<file path="src/rtl/viterbi_channel_injector_if.sv">
// rtl/viterbi_channel_injector_if.sv - coded-symbol stream in/out of the channel injector
interface viterbi_channel_injector_if #(
    parameter int W = 2
);
    logic         valid_i;
    logic [W-1:0] sym_i;
    logic         valid_o;
    logic [W-1:0] sym_o;
    logic [W-1:0] err_o;

    modport master (output valid_i, output sym_i, input valid_o, input sym_o, input err_o);
    modport slave  (input valid_i, input sym_i, output valid_o, output sym_o, output err_o);
endinterface

</file>
<file path="src/rtl/viterbi_channel_injector.sv">
// rtl/viterbi_channel_injector.sv - noisy channel model: registers coded symbols and flips bits
module viterbi_channel_injector #(
    parameter int          W        = 2,
    parameter int          PERIOD_W = 5,
    parameter int          CNT_W    = 16,
    parameter logic [15:0] SEED     = 16'hACE1
) (
    input  logic                    clk,
    input  logic                    rst,
    input  logic [1:0]              mode_i,
    input  logic [PERIOD_W-1:0]     burst_len_i,
    input  logic [15:0]             thresh_i,
    input  logic [W-1:0]            err_mask_i,
    input  logic [CNT_W-1:0]        window_i,
    input  logic                    arm_i,
    input  logic                    clr_i,
    viterbi_channel_injector_if.slave bus,
    output logic [CNT_W-1:0]        sym_ct_o,
    output logic [CNT_W-1:0]        flip_ct_o,
    output logic                    pending_o
);
    localparam int PC_W = $clog2(W + 1);

    logic [PERIOD_W-1:0] phase_q, phase_d;
    logic [15:0]         lfsr_q, lfsr_d;
    logic                pending_q, pending_d;
    logic [CNT_W-1:0]    sym_ct_q, sym_ct_d;
    logic [CNT_W-1:0]    flip_ct_q, flip_ct_d;
    logic                valid_q, valid_d;
    logic [W-1:0]        sym_q, sym_d;
    logic [W-1:0]        err_q, err_d;

    logic [PERIOD_W:0]   burst_start;
    logic                inject_raw;
    logic                window_block;
    logic                inject;
    logic [W-1:0]        err;
    logic [PC_W-1:0]     pop;
    logic [CNT_W:0]      flip_sum;
    logic                lfsr_fb;

    // Burst occupies the last burst_len_i phases of each period; 0 puts the start past the end.
    assign burst_start = (PERIOD_W + 1)'(1 << PERIOD_W) - {1'b0, burst_len_i};

    always_comb begin
        inject_raw = 1'b0;
        case (mode_i)
            2'b00:   inject_raw = 1'b0;
            2'b01:   inject_raw = ({1'b0, phase_q} >= burst_start);
            2'b10:   inject_raw = (lfsr_q < thresh_i);
            default: inject_raw = pending_q | arm_i;
        endcase
    end

    assign window_block = (window_i != '0) && (sym_ct_q >= window_i);
    assign inject       = bus.valid_i & inject_raw & ~window_block & ~clr_i;
    assign err          = inject ? err_mask_i : '0;

    always_comb begin
        pop = '0;
        for (int i = 0; i < W; i++) begin
            pop = pop + PC_W'(err[i]);
        end
    end

    assign flip_sum = {1'b0, flip_ct_q} + (CNT_W + 1)'(pop);
    assign lfsr_fb  = lfsr_q[0] ^ lfsr_q[2] ^ lfsr_q[3] ^ lfsr_q[5];

    always_comb begin
        phase_d   = phase_q;
        lfsr_d    = lfsr_q;
        pending_d = pending_q;
        sym_ct_d  = sym_ct_q;
        flip_ct_d = flip_ct_q;
        valid_d   = bus.valid_i;
        sym_d     = sym_q;
        err_d     = err_q;
        if (bus.valid_i) begin
            sym_d = bus.sym_i ^ err;
            err_d = err;
        end
        if (clr_i) begin
            phase_d   = '0;
            lfsr_d    = SEED;
            pending_d = 1'b0;
            sym_ct_d  = '0;
            flip_ct_d = '0;
        end else if (bus.valid_i) begin
            phase_d   = phase_q + 1'b1;
            lfsr_d    = {lfsr_fb, lfsr_q[15:1]};
            sym_ct_d  = (&sym_ct_q) ? sym_ct_q : sym_ct_q + 1'b1;
            flip_ct_d = flip_sum[CNT_W] ? '1 : flip_sum[CNT_W-1:0];
            // Only a single-shot corruption consumes the arm; a window-suppressed symbol leaves it pending.
            pending_d = (pending_q | arm_i) & ~(inject & (mode_i == 2'b11));
        end else begin
            pending_d = pending_q | arm_i;
        end
    end

    always_ff @(posedge clk or negedge rst) begin
        if (!rst) begin
            phase_q   <= '0;
            lfsr_q    <= SEED;
            pending_q <= 1'b0;
            sym_ct_q  <= '0;
            flip_ct_q <= '0;
            valid_q   <= 1'b0;
            sym_q     <= '0;
            err_q     <= '0;
        end else begin
            phase_q   <= phase_d;
            lfsr_q    <= lfsr_d;
            pending_q <= pending_d;
            sym_ct_q  <= sym_ct_d;
            flip_ct_q <= flip_ct_d;
            valid_q   <= valid_d;
            sym_q     <= sym_d;
            err_q     <= err_d;
        end
    end

    assign bus.valid_o = valid_q;
    assign bus.sym_o   = sym_q;
    assign bus.err_o   = err_q;
    assign sym_ct_o    = sym_ct_q;
    assign flip_ct_o   = flip_ct_q;
    assign pending_o   = pending_q;
endmodule

</file>
<file path="src/flat_wrapper.sv">
// flat-port wrapper written by rule: the top's interface ports become plain ports
module viterbi_channel_injector_flat 
#(
    parameter int          W        = 2,
    parameter int          PERIOD_W = 5,
    parameter int          CNT_W    = 16,
    parameter logic [15:0] SEED     = 16'hACE1
)
  (clk, rst, mode_i, burst_len_i, thresh_i, err_mask_i, window_i, arm_i, clr_i, sym_ct_o, flip_ct_o, pending_o, bus_valid_i, bus_sym_i, bus_valid_o, bus_sym_o, bus_err_o);
  viterbi_channel_injector_if #(.W(W)) bus_i ();
  input  logic clk;
  input  logic rst;
  input  logic [1:0] mode_i;
  input  logic [PERIOD_W-1:0] burst_len_i;
  input  logic [15:0] thresh_i;
  input  logic [W-1:0] err_mask_i;
  input  logic [CNT_W-1:0] window_i;
  input  logic arm_i;
  input  logic clr_i;
  output logic [CNT_W-1:0] sym_ct_o;
  output logic [CNT_W-1:0] flip_ct_o;
  output logic pending_o;
  input wire logic [$bits(bus_i.valid_i)-1:0] bus_valid_i;
  input wire logic [$bits(bus_i.sym_i)-1:0] bus_sym_i;
  output wire logic [$bits(bus_i.valid_o)-1:0] bus_valid_o;
  output wire logic [$bits(bus_i.sym_o)-1:0] bus_sym_o;
  output wire logic [$bits(bus_i.err_o)-1:0] bus_err_o;
  assign bus_i.valid_i = bus_valid_i;
  assign bus_i.sym_i = bus_sym_i;
  assign bus_valid_o = bus_i.valid_o;
  assign bus_sym_o = bus_i.sym_o;
  assign bus_err_o = bus_i.err_o;
  viterbi_channel_injector #(.W(W), .PERIOD_W(PERIOD_W), .CNT_W(CNT_W), .SEED(SEED)) u_core (.clk(clk), .rst(rst), .mode_i(mode_i), .burst_len_i(burst_len_i), .thresh_i(thresh_i), .err_mask_i(err_mask_i), .window_i(window_i), .arm_i(arm_i), .clr_i(clr_i), .bus(bus_i), .sym_ct_o(sym_ct_o), .flip_ct_o(flip_ct_o), .pending_o(pending_o));
endmodule
</file>
<file path="config.mk">
export PLATFORM = sky130hd
export DESIGN_NAME = viterbi_channel_injector_flat
export DESIGN_NICKNAME = d
export VERILOG_FILES = /design/src/rtl/viterbi_channel_injector_if.sv /design/src/rtl/viterbi_channel_injector.sv /design/src/flat_wrapper.sv
export SDC_FILE = /design/constraint.sdc
export NUM_CORES = 1
export LEC_CHECK = 0
export ABC_CLOCK_PERIOD_IN_PS = 7400
export CAP_MARGIN = 20
export CELL_PAD_IN_SITES_DETAIL_PLACEMENT = 2
export CELL_PAD_IN_SITES_GLOBAL_PLACEMENT = 2
export CORE_MARGIN = 2
export CORE_UTILIZATION = 34
export DETAILED_ROUTE_END_ITERATION = 7
export PLACE_DENSITY = 0.9
export SLEW_MARGIN = 20
export SYNTH_ARGS = -nofsm -noshare
export SYNTH_HDL_FRONTEND = slang
export SYNTH_SLANG_ARGS = --single-unit
export TNS_END_PERCENT = 100
</file>
<file path="constraint.sdc">
create_clock -name clk -period 7.4 [get_ports clk]
set_clock_uncertainty 0.2 [all_clocks]
set_input_delay 1.85 -clock clk [delete_from_list [all_inputs] [get_ports clk]]
set_output_delay 1.85 -clock clk [all_outputs]
set_load 0.01 [all_outputs]
</file>
==> results of run 1 <==
[power by group through the flow]
stage	Clock, W	Sequential [W]	Combinational (W)
after floorplan	0	0.000352	0.0000634
after global placement	0	0.000353	0.000121
after detailed placement	0	0.000354	0.000131
after CTS	0.000427	0.000349	0.000137
after global routing	0.000441	0.000351	0.000150
final	0.000420	0.000349	0.000135
[per-stage QoR]
| step | cells | utilization |
|---|---|---|
| 2_1_floorplan | 438 | - |
| 3_3_place_gp | 655 | 0.435 |
| 3_5_place_dp | 655 | 0.435 |
| 4_1_cts | 671 | 0.460 |
| 5_1_grt | 671 | 0.460 |
| 6_report | 671 | 0.460 |
[cells in the final DEF (no fill, tap or decap), types with 3 or more instances in the layout]
cell	n
a2111oi_0	4
a211oi_1	8
a21o_1	3
a21oi_1	18
a311oi_2	3
and3_1	7
and4_1	3
buf_4	3
clkbuf_1	3
clkbuf_16	9
clkdlybuf4s50_1	83
dfrtp_1	51
dfstp_2	8
ha_1	40
inv_1	43
mux2i_1	22
nand2_1	36
nand2b_1	4
nand3_1	14
nand4_1	16
nor2_1	49
nor3_1	8
nor3b_1	3
nor4_1	6
o211ai_1	3
o21a_1	3
o21ai_0	13
o31a_1	3
or3_1	6
xnor2_1	12
xor2_1	10
[area by class of cell]
| type | count | share of cell area |
|---|---|---|
| clock inverter | 3 | 0.00759 |
| multi-input combinational | 321 | 0.434 |
| tap | 143 | 0.0339 |
| inverter | 44 | 0.0313 |
| timing repair buffer | 88 | 0.164 |
| sequential | 59 | 0.282 |
| clock buffer | 13 | 0.0474 |
[worst register-to-register path, delay by kind of cell, from the launching register on]
kind,cells,cell delay (ns)
adders and majority gates,3,0.91
and+or+nand+nor,6,1.66
DFF,1,0.56
AOI/OAI and AO/OA,6,1.26
buffers and inverters,1,0.09
[cells in the mapped netlist (6+ instances only)]
cell,n,area (um2)
dfrtp_1,51,1280
dfstp_2,8,210
xnor2_1,12,105
nand3_1,14,70.1
xor2_1,10,87.6
nand4_1,16,100
or3_1,6,37.5
mux2i_1,22,220
a21oi_1,18,90.1
nor4_1,6,37.5
nand2_1,36,135
o21ai_0,13,65.1
nor3_1,8,40.0
inv_1,43,161
and3_1,7,43.8
ha_1,40,500
clkbuf_1,7,26.3
a211oi_1,8,60.1
nor2_1,49,184
[final timing paths]
kind / depth (start not counted) / slack (ns) / endpoint
max: 20 / 0.72 / u_core.flip_ct_o[9]$_DFFE_PN0P_
min: 1 / 0.30 / u_core.flip_ct_o[10]$_DFFE_PN0P_
max reg2reg: 16 / 2.63 / u_core.flip_ct_o[9]$_DFFE_PN0P_
min reg2reg: 1 / 0.30 / u_core.flip_ct_o[10]$_DFFE_PN0P_
max in group asynchronous: 2 / 4.98 / u_core.flip_ct_o[1]$_DFFE_PN0P_
min in group asynchronous: 2 / 1.47 / u_core.flip_ct_o[7]$_DFFE_PN0P_
[layer usage]
layer / up-vias / wire (um) / global-route usage
met2: 90 / 7390 / 0.419
met5: - / 0 / 0
met3: 28 / 517 / 0.0343
met1: 1880 / 5830 / 0.277
met4: 0 / 289 / 0.0797
li1: 1725 / - / -
[cells by family (layout without fill, tap and decap cells)]
family	after synthesis	count (layout)	share of synthesized area
and+or+nand+nor	162	162	0.207
AOI/OAI and AO/OA	74	74	0.131
DFF	59	59	0.370
buffers and inverters	58	148	0.0598
adders and majority gates	41	41	0.130
xor gates and xnor gates	22	22	0.0479
muxes	22	22	0.0548
[sequential cells by signal, indices dropped and copies added (netlist names)]
register            flops
u_core.flip_ct_o       16
u_core.lfsr_q          16
u_core.sym_ct_o        16
u_core.phase_q          5
u_core.bus.err_o        2
u_core.bus.sym_o        2
u_core.bus.valid_o      1
u_core.pending_o        1
==> run summary, run 1 <==
min-delay src: u_core.flip_ct_o[10]$_DFFE_PN0P_
Final min period: 6.68 ns
Detail Route Antenna Nets: 0
FF+latch count, synth: 59
Detailed Routing Iterations Pass 1: 4
Tightest Pin Transition: 0.806 ns
CP Data Required Time: 7.44 ns
post-layout power: 0.000905 W
remaining global-route overflow: 0
CTS resizes: 0
# clock sinks: 59
Min-Delay Path Class: reg -> reg
Comb power frac: 0.149
RSZ-0062 raised after global routing: false
Final Hold Viols: 0
worst path cell trace: clkdlybuf4s50_1 -> inv_1 -> ha_1 -> nand2_1 -> xnor2_1 -> ha_1 -> nor3_1 -> nor4_1 -> nand4_1 -> nor4_4 -> nand2_1 -> fa_1 -> inv_1 -> ha_1 -> and3_1 -> nand3_1 -> or3_1 -> o21ai_2 -> a21oi_1 -> a311oi_2
row cnt: 39
CTS tree: built
clock slew at reported path FFs: 0.06 ns
gr usage total: 0.230
ys async rst share: 1.00
syn_nets: 527
Num CTS Buffers: 9
critical path class: in -> reg
root buffer cell: clkbuf_16
register area share after synthesis: 0.370
worst r2r src: u_core.lfsr_q[5]$_DFFE_PN1P_
Slew Limit Fails: 0
DR WL/cell: 20.9 um
initial core utilization: 0.350
critical path fanouts, max: 15
fillers: 1229
CTS max path bufs: 2
peak supply drop: 0.110 mV
Avg Inst Size Synth: 9.18 um2
area of the multi-input gates: 0.00229 mm2
crit-path leading delay family: simple AND/OR/NAND/NOR gates
nets: 612
CP peak stage delay: 0.68 ns
CP max-delay cell: or3_1
layout cells sized above 1: 0.0701
vias per std cell: 5.55
Critical Path Source: burst_len_i[0]
Sw Share: 0.260
power per standard cell area: 171 mW/mm2
LEAKAGE: 2.41 nW
CP Capture Type: register
GP Congestion: 0.837
hold_ws: 0.301 ns
most used cell, CP: ha_1
pre-CTS WS: 0.598 ns
final setup margin: 0.721 ns
Seq. cell area: 0.00149 mm2
core area: 0.0115 mm2
Finished Cell Area: 0.00528 mm2
via count: 3723
post-CTS setup buffers: 0
# hold bufs at CTS: 0
Critical Path AT: 6.72 ns
die height: 113 um
outcome: finished, final reports clean
prevailing post-synth register cell: dfrtp_1
final setup vio count: 0
Post-synth EDFFs: 0
HPWL after DPL: 9.52 mm
WP buf/inv: 3
fin crit share: 0.903
IO Pins: 86
port bufs: 85
DRC viols: 0
startpoint type of the worst setup path: primary input
clock power share: 0.464
number of global-route vias before repair: 4267
DIE AREA: 0.0127 mm2
# diodes: 0
f_max: 150 MHz
largest net degree at the start of global routing: 60
total internal power: 0.000669 W
TNS Setup: 0 ns
post-synthesis instance total: 438
max-cap viol count: 0
violation count after the first detailed-route iteration: 131
initial antenna violation count: 0
Net Switching: 0.000235 W
yosys warns: 0
count of cell types in the netlist: 54
placed cell area: 0.00499 mm2
Die Wd: 113 um
Post-Route WL: 14.0 mm
H-tree levels: 3
Clk Latency, worst-skew pair: 0.33 ns
Area Overhead vs Synth: 31.3%
mapped cell area: 0.00402 mm2
first-pass GRT wire length: 23.1 mm
part of the power in registers: 0.386
max_slew headroom: 0.463
No activity file was read; power rests on OpenSTA's default activity.
==> inputs of run 2 (changes only) <==
--- a/config.mk
+++ b/config.mk
@@ -10,9 +10,9 @@
 export CELL_PAD_IN_SITES_DETAIL_PLACEMENT = 2
 export CELL_PAD_IN_SITES_GLOBAL_PLACEMENT = 2
 export CORE_MARGIN = 2
-export CORE_UTILIZATION = 34
+export CORE_UTILIZATION = 30
 export DETAILED_ROUTE_END_ITERATION = 7
-export PLACE_DENSITY = 0.9
+export PLACE_DENSITY = 0.81
 export SLEW_MARGIN = 20
 export SYNTH_ARGS = -nofsm -noshare
 export SYNTH_HDL_FRONTEND = slang
==> run 2 against run 1 <==
- fmax rose by 3.3%
- sequential share of layout area fell by 0.21 points
- global-route usage fell by 4.3 points
- clock-buffer cell count rose by 2
- via count fell by 1.4%
- critical path depth fell by 2
- largest power group unchanged
==> run summary, run 2 (synthesis results as in run 1) <==
worst r2r src: u_core.sym_ct_o[11]$_DFFE_PN0P_ (was u_core.lfsr_q[5]$_DFFE_PN1P_)
RR Endpoint: u_core.flip_ct_o[9]$_DFFE_PN0P_ (unchanged)
CP Capture Type: register (unchanged)
post-CTS setup buffers: 0 (unchanged)
GP Congestion: 0.801 (was 0.837)
met3 Use GR: 0.0366 (was 0.0343)
Worst R2R Setup Slack: 2.73 ns (was 2.63 ns)
HPWL after DPL: 9.68 mm (was 9.52 mm)
CP Data Required Time: 7.43 ns (was 7.44 ns)
pre-CTS WS: 0.593 ns (was 0.598 ns)
Die Wd: 120 um (was 113 um)
critical path class: in -> reg (unchanged)
Final min period: 6.46 ns (was 6.68 ns)
fin crit share: 0.873 (was 0.903)
Worst Hold Endpoint: u_core.flip_ct_o[10]$_DFFE_PN0P_ (unchanged)
peak supply drop: 0.0694 mV (was 0.110 mV)
met1 usage: 0.224 (was 0.277)
Final Hold Viols: 0 (unchanged)
# hold bufs at CTS: 0 (unchanged)
Net Switching: 0.000227 W (was 0.000235 W)
critical path fanouts, max: 15 (unchanged)
f_max: 155 MHz (was 150 MHz)
DIE AREA: 0.0143 mm2 (was 0.0127 mm2)
TNS Setup: 0 ns (unchanged)
hold path cells: 1 (unchanged)
Sw Share: 0.256 (was 0.260)
Detail Route Antenna Nets: 0 (unchanged)
Clk Latency, worst-skew pair: 0.33 ns (about the same)
CTS tree: built (unchanged)
worst path cell trace: clkdlybuf4s50_1 -> or3_1 -> xnor2_1 -> ha_1 -> nand2_1 -> o21ai_0 -> nand4_1 -> nor4_4 -> nand2_1 -> fa_1 -> inv_1 -> ha_1 -> and3_1 -> nand3_1 -> or3_1 -> o21ai_2 -> a21oi_1 -> a311oi_2 (was clkdlybuf4s50_1 -> inv_1 -> ha_1 -> nand2_1 -> xnor2_1 -> ha_1 -> nor3_1 -> nor4_1 -> nand4_1 -> nor4_4 -> nand2_1 -> fa_1 -> inv_1 -> ha_1 -> and3_1 -> nand3_1 -> or3_1 -> o21ai_2 -> a21oi_1 -> a311oi_2)
power per standard cell area: 167 mW/mm2 (was 171 mW/mm2)
layout cells sized above 1: 0.0739 (was 0.0701)
most frequent cells in the layout: clkdlybuf4s50_1 (82), dfrtp_1 (51), nor2_1 (49) (was clkdlybuf4s50_1 (83), dfrtp_1 (51), nor2_1 (49))
met2 usage: 0.329 (was 0.419)
Num CTS Buffers: 9 (unchanged)
die height: 120 um (was 113 um)
core area: 0.0131 mm2 (was 0.0115 mm2)
DRC viols: 0 (unchanged)
WP buf/inv: 2 (was 3)
LEAKAGE: 2.41 nW (about the same)
total internal power: 0.000662 W (was 0.000669 W)
# diodes: 0 (unchanged)
Area Overhead vs Synth: 32.3% (was 31.3%)
crit-path leading delay family: simple AND/OR/NAND/NOR gates (unchanged)
part of the power in registers: 0.392 (was 0.386)
clock slew at reported path FFs: 0.05 ns (was 0.06 ns)
layer with the highest usage: met2 (unchanged)
violation count after the first detailed-route iteration: 151 (was 131)
largest net degree at the start of global routing: 60 (unchanged)
first-pass GRT wire length: 20.9 mm (was 23.1 mm)
outcome: finished, final reports clean (unchanged)
CP peak stage delay: 0.67 ns (was 0.68 ns)
row cnt: 42 (was 39)
root buffer cell: clkbuf_16 (unchanged)
CTS resizes: 0 (unchanged)
most common cell after layout, fill and taps aside: clkdlybuf4s50_1 (unchanged)
startpoint type of the worst setup path: primary input (unchanged)
Tightest Pin Transition: 0.811 ns (was 0.806 ns)
nets: 612 (unchanged)
DR WL/cell: 18.2 um (was 20.9 um)
Critical Path AT: 6.49 ns (was 6.72 ns)
number of global-route vias before repair: 4072 (was 4267)
IO Pins: 86 (unchanged)
max_slew headroom: 0.460 (was 0.463)
Comb power frac: 0.145 (was 0.149)
Detailed Routing Iterations Pass 1: 4 (unchanged)
max-cap viol count: 0 (unchanged)
Min-Delay Path Class: reg -> reg (unchanged)
H-tree levels: 3 (unchanged)
CP max-delay cell: or3_1 (unchanged)
remaining global-route overflow: 0 (unchanged)
clock power share: 0.463 (was 0.464)
R2R depth: 16 (unchanged)
vias per std cell: 5.22 (was 5.55)
RSZ-0062 raised after global routing: false (unchanged)
initial core utilization: 0.306 (was 0.350)
min-delay src: u_core.flip_ct_o[10]$_DFFE_PN0P_ (unchanged)
via count: 3672 (was 3723)
Post-Route WL: 12.8 mm (was 14.0 mm)
final setup vio count: 0 (unchanged)
port bufs: 85 (unchanged)
gr usage total: 0.187 (was 0.230)
final setup margin: 0.937 ns (was 0.721 ns)
initial antenna violation count: 0 (unchanged)
Slew Limit Fails: 0 (unchanged)
CTS max path bufs: 2 (unchanged)
# clock sinks: 59 (unchanged)
==> run 2: cell count changes in the layout (fill, tap and decap cells not counted) <==
cell,change
bufinv_16,-1
clkinv_2,-1
clkbuf_8,+3
clkdlybuf4s50_1,-1
clkbuf_2,+1
clkbuf_1,-1
==> run 2: worst max-delay path by stage <==
stage	from	to	slack, ns	cells past startpoint
global route	burst_len_i[0]	u_core.flip_ct_o[9]$_DFFE_PN0P_	0.57	20
global placement	burst_len_i[0]	u_core.flip_ct_o[3]$_DFFE_PN0P_	0.88	20
detailed placement	burst_len_i[2]	u_core.flip_ct_o[9]$_DFFE_PN0P_	0.59	18
floorplan	burst_len_i[1]	u_core.flip_ct_o[0]$_DFFE_PN0P_	1.81	17
CTS	burst_len_i[2]	u_core.flip_ct_o[9]$_DFFE_PN0P_	0.90	18
finish	burst_len_i[2]	u_core.flip_ct_o[9]$_DFFE_PN0P_	0.94	18
==> run 2: cell type report <==
type                            count  area (um2)
Timing Repair Buffer               88         858
Fill cell                        1461        7820
Sequential cell                    59        1490
Clock inverter                      1        5.00
Inverter                           44         165
Clock buffer                       15         288
Multi-Input combinational cell    321        2290
Tap cell                          176         220
==> run 2: power by group through the flow <==
stage / combinational (W) / sequential [W] / clock [W]
6_report: 0.000129 / 0.000349 / 0.000412
5_1_grt: 0.000145 / 0.000350 / 0.000434
4_1_cts: 0.000132 / 0.000349 / 0.000418
3_5_place_dp: 0.000130 / 0.000354 / 0
3_3_place_gp: 0.000122 / 0.000353 / 0
2_1_floorplan: 0.0000634 / 0.000352 / 0
==> run 2: stage by stage <==
step / hold WS, ns / cell area, um2 / power, W / cells / util
2_1_floorplan: 0.295 / 4020 / 0.000415 / 438 / -
4_1_cts: 0.314 / 5320 / 0.000899 / 704 / 0.405
5_1_grt: 0.349 / 5320 / 0.000929 / 704 / 0.405
6_report: 0.307 / 5320 / 0.000889 / 704 / 0.405
3_3_place_gp: 0.295 / 5020 / 0.000475 / 688 / 0.382
3_5_place_dp: 0.304 / 5020 / 0.000484 / 688 / 0.382
==> run 2: layer usage <==
layer	vias to the layer above	wire (um)
met5	-	0
met4	0	276
met3	19	508
met2	79	6470
met1	1852	5590
li1	1722	-
